File: config.mk
export PLATFORM = sky130hd
export DESIGN_NAME = adder_seq_chunked
export DESIGN_NICKNAME = d
export VERILOG_FILES = /design/src/rtl/adder_pkg.sv /design/src/rtl/add_chunk.sv /design/src/rtl/adder_seq_chunked.sv
export SDC_FILE = /design/constraint.sdc
export NUM_CORES = 1
export LEC_CHECK = 0
export ABC_AREA = 1
export CAP_MARGIN = 20
export CORE_UTILIZATION = 45
export CTS_CLUSTER_SIZE = 24
export DETAILED_ROUTE_END_ITERATION = 16
export GPL_TIMING_DRIVEN = 0
export PLACE_DENSITY = 0.74
export SYNTH_ARGS = -nofsm -noshare
export SYNTH_HDL_FRONTEND = slang
export SYNTH_SLANG_ARGS = --single-unit
File: constraint.sdc
create_clock -name clk -period 1.95 [get_ports clk]
set_input_delay 0.39 -clock clk [delete_from_list [all_inputs] [get_ports clk]]
set_output_delay 0.39 -clock clk [all_outputs]
set_load 0.005 [all_outputs]
File: src/rtl/adder_pkg.sv
// Shared types and helpers for the chunked sequential adder.
// Holds the FSM encoding, sizing helpers and the overflow rule.
package adder_pkg;

  typedef enum logic [1:0] {
    IDLE,
    CALC,
    DONE
  } state_t;

  function automatic int nchunk(int w, int c);
    return (c < 1) ? 1 : w / c;
  endfunction

  // Index register is never narrower than one bit, even for NCHUNK=1.
  function automatic int idx_w(int n);
    return (n <= 2) ? 1 : $clog2(n);
  endfunction

  function automatic logic ovf_f(
    logic a_msb,
    logic b_msb,
    logic s_msb
  );
    return (a_msb == b_msb) && (s_msb != a_msb);
  endfunction

endpackage

File: src/rtl/add_chunk.sv
// Combinational CHUNK-bit ripple slice used once per CALC cycle.
// The carry between slices is held in a flop by the caller.
module add_chunk #(
  parameter int W = 4
) (
  input  logic [W-1:0] x,
  input  logic [W-1:0] y,
  input  logic         ci,
  output logic [W-1:0] sum,
  output logic         co
);

  assign {co, sum} = {1'b0, x} + {1'b0, y} + {{W{1'b0}}, ci};

endmodule

File: src/rtl/adder_seq_chunked.sv
// Multi-cycle add/sub: one CHUNK-bit slice per clock, carry in a flop.
// Valid/ready on both sides; one bubble cycle per operation.
import adder_pkg::*;

module adder_seq_chunked #(
  parameter int WIDTH = 8,
  parameter int CHUNK = 4
) (
  input  logic             clk,
  input  logic             rst,
  input  logic             in_valid,
  output logic             in_ready,
  input  logic [WIDTH-1:0] a,
  input  logic [WIDTH-1:0] b,
  input  logic             cin,
  input  logic             sub,
  output logic             out_valid,
  input  logic             out_ready,
  output logic [WIDTH-1:0] s,
  output logic             cout,
  output logic             ovf
);

  localparam int NCHUNK = nchunk(WIDTH, CHUNK);
  localparam int IW     = idx_w(NCHUNK);
  localparam int MSB    = WIDTH - 1;
  localparam int CDIV   = (CHUNK < 1) ? 1 : CHUNK;

  if ((CHUNK < 1) || ((WIDTH % CDIV) != 0)) begin : g_bad_cfg
    $error("adder_seq_chunked: WIDTH must be a multiple of CHUNK >= 1");
  end

  state_t r_state;
  state_t w_next;

  logic [WIDTH-1:0] r_a;
  logic [WIDTH-1:0] r_b;
  logic [WIDTH-1:0] r_part;
  logic             r_c;
  logic [IW-1:0]    r_idx;
  logic [WIDTH-1:0] r_s;
  logic             r_cout;
  logic             r_ovf;

  logic             w_accept;
  logic             w_calc;
  logic             w_last;
  logic [CHUNK-1:0] w_xa;
  logic [CHUNK-1:0] w_xb;
  logic [CHUNK-1:0] w_sum;
  logic             w_co;
  logic [WIDTH-1:0] w_full;

  assign w_accept = (r_state == IDLE) && in_valid;
  assign w_calc   = (r_state == CALC);
  assign w_last   = (r_idx == IW'(NCHUNK - 1));

  always_comb begin
    w_xa = r_a[int'(r_idx) * CHUNK +: CHUNK];
    w_xb = r_b[int'(r_idx) * CHUNK +: CHUNK];
  end

  add_chunk #(
    .W (CHUNK)
  ) u_add (
    .x   (w_xa),
    .y   (w_xb),
    .ci  (r_c),
    .sum (w_sum),
    .co  (w_co)
  );

  // Partial result with the current slice merged in, so the last
  // CALC edge can load s including its own chunk.
  always_comb begin
    w_full = r_part;
    w_full[int'(r_idx) * CHUNK +: CHUNK] = w_sum;
  end

  always_ff @(posedge clk or posedge rst) begin
    if (rst) r_state <= IDLE;
    else     r_state <= w_next;
  end

  always_comb begin
    w_next = r_state;
    unique case (r_state)
      IDLE:    if (in_valid)  w_next = CALC;
      CALC:    if (w_last)    w_next = DONE;
      DONE:    if (out_ready) w_next = IDLE;
      default: w_next = IDLE;
    endcase
  end

  always_ff @(posedge clk or posedge rst) begin
    if (rst) begin
      r_a    <= '0;
      r_b    <= '0;
      r_part <= '0;
      r_c    <= 1'b0;
      r_idx  <= '0;
      r_s    <= '0;
      r_cout <= 1'b0;
      r_ovf  <= 1'b0;
    end else if (w_accept) begin
      r_a   <= a;
      r_b   <= sub ? ~b : b;
      r_c   <= cin;
      r_idx <= '0;
    end else if (w_calc) begin
      r_part <= w_full;
      r_c    <= w_co;
      r_idx  <= w_last ? '0 : r_idx + IW'(1);
      if (w_last) begin
        r_s    <= w_full;
        r_cout <= w_co;
        r_ovf  <= ovf_f(r_a[MSB], r_b[MSB], w_full[MSB]);
      end
    end
  end

  assign in_ready  = (r_state == IDLE);
  assign out_valid = (r_state == DONE);
  assign s         = r_s;
  assign cout      = r_cout;
  assign ovf       = r_ovf;

endmodule

Yosys cells after proc, flatten, opt, wreduce, memory -nomap -nowiden:

Index checks and enable logic that the tools add are counted.

* $add $sub $neg: 4
* eq/ne operators: 7
* shift operators: 4
* muxes and demuxes: 11
* bitwise gates (word level): 2
* reductions and logical operators: 7

Operators by type and width (number)
* $neg 3->33: 1
* $shift 4x33->8 const A: 1
* $shiftx 4x33->8: 1
* $shiftx 8x4->4: 2
* $bwmux 8: 1
* $mux 8: 1
* $not 8->8: 1
* $mux 2: 3
* $pmux 2 s3: 1
* $reduce_and 3->1: 2
* $add 4x4->5: 1
* $add 5x1->5: 1
* $mux 1: 5
* $ne 2x2->1 const B: 2
* $eq 2x1->1 const B: 1
* $eq 2x2->1 const B: 1
* $logic_and 1x1->1: 2
* $logic_not 2->1: 1
* $ne 2x1->1 const B: 1
* $reduce_and 2->1: 1
* $reduce_bool 2->1: 1
* $add 1x1->1 const B: 1
* $eq 1x1->1: 1
* $ne 1x1->1: 1
* $not 1->1: 1

* register bits: 38
* input bits: 22
* output and inout port bits: 12
* logic and storage cells: 44

Longest topological paths before layout:

* depth after elaboration: 7
* gate-level depth with buffers: 11
* mapped depth without buffers: 11

By module:

Synthesis repeated with hierarchy kept, for this count alone.

* cell total of the unflattened synthesis: 208
* area, all modules: 1783.0 µm²

By module, submodules not included
* adder_seq_chunked: instances 1, cells an instance 183, area an instance 1617.8 µm², sequential area each 875.8 µm²
* add_chunk: instances 1, cells an instance 25, area an instance 165.2 µm², sequential area each 0.0 µm²

Least setup slack after synthesis:

No wires, ideal clock.

* path kind: register -> register
* start: register r_idx
* end: register r_c
* library setup time: 0.129 ns
* arrival: 1.907 ns
* required time: 1.821 ns
* setup slack: -0.086 ns
* cell stages (with the launch flop): 10
* path buffers: 1
* period minus slack after synthesis: 2.036 ns
* cell sequence: dfrtp_1 -> buf_1 -> mux2i_1 -> fa_1 -> inv_1 -> fa_1 -> a21oi_1 -> o21bai_1 -> nor2_1 -> o22ai_1

* word-level cells in the longest chain between the ends: 5
* elaborated cells on any way between the ends: 6
* classes of those cells: add/sub: 2; shift: 2; mux: 2

Ends and longest elaborated chain
* from (decl): line adder_seq_chunked.sv:40 `logic [IW-1:0] r_idx;`
* from (signal assigned): line adder_seq_chunked.sv:113 `r_idx <= w_last ? '0 : r_idx + IW'(1);`
* $shiftx 8x4->4 (on tied branches): line adder_seq_chunked.sv:59, adder_seq_chunked.sv:60
* $add 4x4->5 *: line add_chunk.sv:13 `assign {co, sum} = {1'b0, x} + {1'b0, y} + {{W{1'b0}}, ci};`
* $add 5x1->5 *: line add_chunk.sv:13
* $mux 1 *: line adder_seq_chunked.sv:110 `end else if (w_calc) begin`
* $mux 1 *: line adder_seq_chunked.sv:105 `end else if (w_accept) begin`
* to (signal assigned): line adder_seq_chunked.sv:108 `r_c <= cin;`
* to (signal assigned): line adder_seq_chunked.sv:112 `r_c <= w_co;`
* to (decl): line adder_seq_chunked.sv:39 `logic r_c;`

Every way passes the cells marked *; elsewhere a longest branch is shown, timed or not. The select of a mux whose other input is x is not followed.
A chain may end at the register's enable or synchronous reset.

Final worst setup path:

* start: register r_idx
* end: register r_cout (netlist: cout)

* word-level cells in the longest chain between the ends: 3
* elaborated cells on any way between the ends: 5
* classes of those cells: add/sub: 2; shift: 2; reduce/logical: 1

Ends and longest elaborated chain
* $shiftx 8x4->4 (on tied branches): line adder_seq_chunked.sv:59, adder_seq_chunked.sv:60
* $add 4x4->5: line add_chunk.sv:13
* $add 5x1->5: line add_chunk.sv:13
* to (signal assigned): line adder_seq_chunked.sv:116 `r_cout <= w_co;`
* to (decl): line adder_seq_chunked.sv:42 `logic r_cout;`

Several ways; a longest one is shown, not always the timed one.

==> results.cfg <==
[cts]
htreeDepth = 2
cts_made_buffers = 5
clock-sinks = 35
cts_tree = yes
cts_buffer_depth = 2
worstSkewPairLatency_ps = 290
clk_pin_slew_ps = 70
holdBufCountCts = 0
clockRootBuffer = clkbuf_8

[pwr]
sw_frac_of_total = 0.411
design_power_total_mw = 3.91
power_frac_clock = 0.127
intPower_mw = 2.30
power_density_mw_per_mm2 = 1730
pwr-share-comb = 0.545
leakage_nw = 1.11
power_frac_seq = 0.328
ir_drop_mv = 0.764
switching_power_mw = 1.60

[critical_path]
path_common_cell = nand2_1
worstPathMaxFanout = 4
crit_chain = buf_6, mux2i_4, fa_1, inv_2, fa_2, a21oi_1, o21bai_1, buf_4, nand2_1, nand2_1
worstSetupPathType = reg2reg
end_kind = register
r2r_slack_ps = -110
worstPathArrival_ps = 2290
cpPeakStageDelay_ps = 400
crit_required_ps = 2180
crit_slowest_cell = fa_1
critPathTopFamily = adder cells
worstSetupStartpointType = register
path_buf_inv = 3

[timing]
fmax_mhz = 486
period_share = 1.06
worst_slack_ps = -108
fin_crit_ps = 2060
tightest_slew_ps = 732
hold_violations = 0
slew_viol_final = 0
rsz0062_at_grt = yes
setup_viol_count_final = 3
skew_ps = 5.80
slew_headroom = 0.512

[synthesis]
synth_nets = 224
netlist-cell-type-count = 26
netlist_area_sq_mm = 0.00169
ys_seq_area_frac = 0.519
syn_avg_cell_area_sq_um = 8.57
yosys_warnings = 0
synthCells = 197
synth-seq-cells = 35

[floorplanning]
dieArea_sq_mm = 0.00400
die_w_microns = 63.2
die_y_microns = 63.2
start_util = 0.487
rows = 21
io_pins = 34
core_sq_mm = 0.00347

[hold_path]
hp-class = reg2reg

[detailed_routing]
ant_nets = 0
drt_iter0_drc = 71
wl_per_cell_microns = 11.3
drt_wl_total_microns = 3270
drc = 0
drt-pass1-iter-count = 4
viasPerCell = 4.72
num_vias = 1359

[cells_and_area]
antenna_cells = 0
drive_gt1_frac = 0.136
utilization = 0.650
final_common_cell = nand2_1
layout_common_cells = 78 x nand2_1, 35 x dfrtp_1, 32 x clkdlybuf4s50_1, 18 x o21ai_0, 12 x inv_1
area_delta_synth_final_pct = 33.6
nets = 268
ff_latch_area_sq_um = 876
multi_input_area_sq_um = 752
fillCellCount = 323

[outcome]
violations = setup timing
run_status = finished with violations

[global_route]
track_usage = 0.190
grt-ovfl-total = 0
grt_pass1_vias = 1263
grt_pass1_wl_microns = 5710
grt_max_degree = 20
antenna_found_initial = 0

[flow_run]
maxCapViolCount = 0

[place]
port_buffers = 32
routabilityCongestion = 0.812
dp_hpwl_microns = 2350
## worst register-to-register path: cells and delay by family, from the launching register on
| family | cells | cell delay [ps] |
|---|---|---|
| mux | 1 | 180 |
| simple gates | 2 | 90 |
| compound gates | 2 | 310 |
| buf+inv | 3 | 390 |
| flops | 1 | 390 |
| fa+ha+maj | 2 | 620 |
## area by class of cell
cell class              instances  area share
multi-input cells             139       0.334
well taps                      46      0.0255
clock buffers                   7      0.0339
inverters                      18      0.0322
plain buffers                   5      0.0166
flip-flops and latches         35       0.388
clock inverters                 1     0.00222
repair buffers                 37       0.168
## Yosys cell counts (all sizes together)
| cell | instances | share of area |
|---|---|---|
| o31ai | 1 | 0.0044 |
| nor2 | 7 | 0.027 |
| clkbuf | 1 | 0.0030 |
| o22ai | 1 | 0.0037 |
| nand3 | 8 | 0.024 |
| clkinv | 1 | 0.0022 |
| nand2 | 81 | 0.18 |
| fa | 2 | 0.024 |
| dfrtp | 35 | 0.52 |
| xnor2 | 8 | 0.042 |
| mux2i | 2 | 0.012 |
| or2 | 2 | 0.0074 |
| xor2 | 1 | 0.0052 |
| buf | 4 | 0.015 |
| o21bai | 1 | 0.0044 |
| inv | 17 | 0.039 |
| a21oi | 4 | 0.012 |
| o21ai | 18 | 0.053 |
| ha | 3 | 0.022 |
## per-stage QoR
step                hold WS, ps  setup TNS (ps)  std cells  instance area [sq um]  setup slack [ps]
floorplan                   448               0        197                   1690              49.5
global placement            453            -448        275                   2070              -175
detailed placement          458            -695        276                   2090              -217
CTS                         475               0        287                   2220             0.152
global route                511            -537        288                   2250              -152
finish                      469            -190        288                   2250              -108
## power by group through the flow
stage,Clock [mW],Combinational (mW),Sequential (mW)
after global placement,0,1.80,1.26
after CTS,0.508,1.99,1.28
after global routing,0.558,2.38,1.32
final,0.496,2.13,1.28
after floorplan,0,1.27,1.25
after detailed placement,0,1.87,1.28
## flip-flops by register name, indices dropped and copies added, names as in the netlist
register	cells
s	8
ovf	1
r_part	5
r_state	2
r_b	8
cout	1
r_idx	1
r_c	1
r_a	8
## routing by layer
layer | track usage | part of all wire | wire length, microns | vias up
met5 | 0 | 0 | 0 | -
met4 | 0.0852 | 0.016 | 51 | 0
met3 | 0.0598 | 0.039 | 129 | 7
met2 | 0.296 | 0.48 | 1570 | 34
met1 | 0.243 | 0.46 | 1520 | 609
li1 | - | - | - | 709
## cell families after synthesis
group / count (synthesis) / synth area share
and+or+nand+nor: 98 / 0.239
DFF: 35 / 0.519
AOI/OAI and AO/OA: 25 / 0.0778
buffers and inverters: 23 / 0.0593
xor gates and xnor gates: 9 / 0.0467
adders and majority gates: 5 / 0.0460
muxes: 2 / 0.0119
## worst paths after layout
path,startpoint,end,cells past startpoint
worst max-delay path,r_idx,cout,10
worst min-delay path,s[5],s[5],2
worst max register to register,r_idx,cout,10
worst min register to register,s[5],s[5],2
max in group asynchronous,rst,r_part[7],3
min in group asynchronous,rst,r_b[4],2
## timing repair
action / in CTS / in global routing
setup buffers: 3 / 1
gates resized for setup: 7 / 6
gates cloned: 0 / 0
pin swaps: 0 / 4
setup endpoints to repair: 7 / 9
Power figures use the tool's default switching activity.
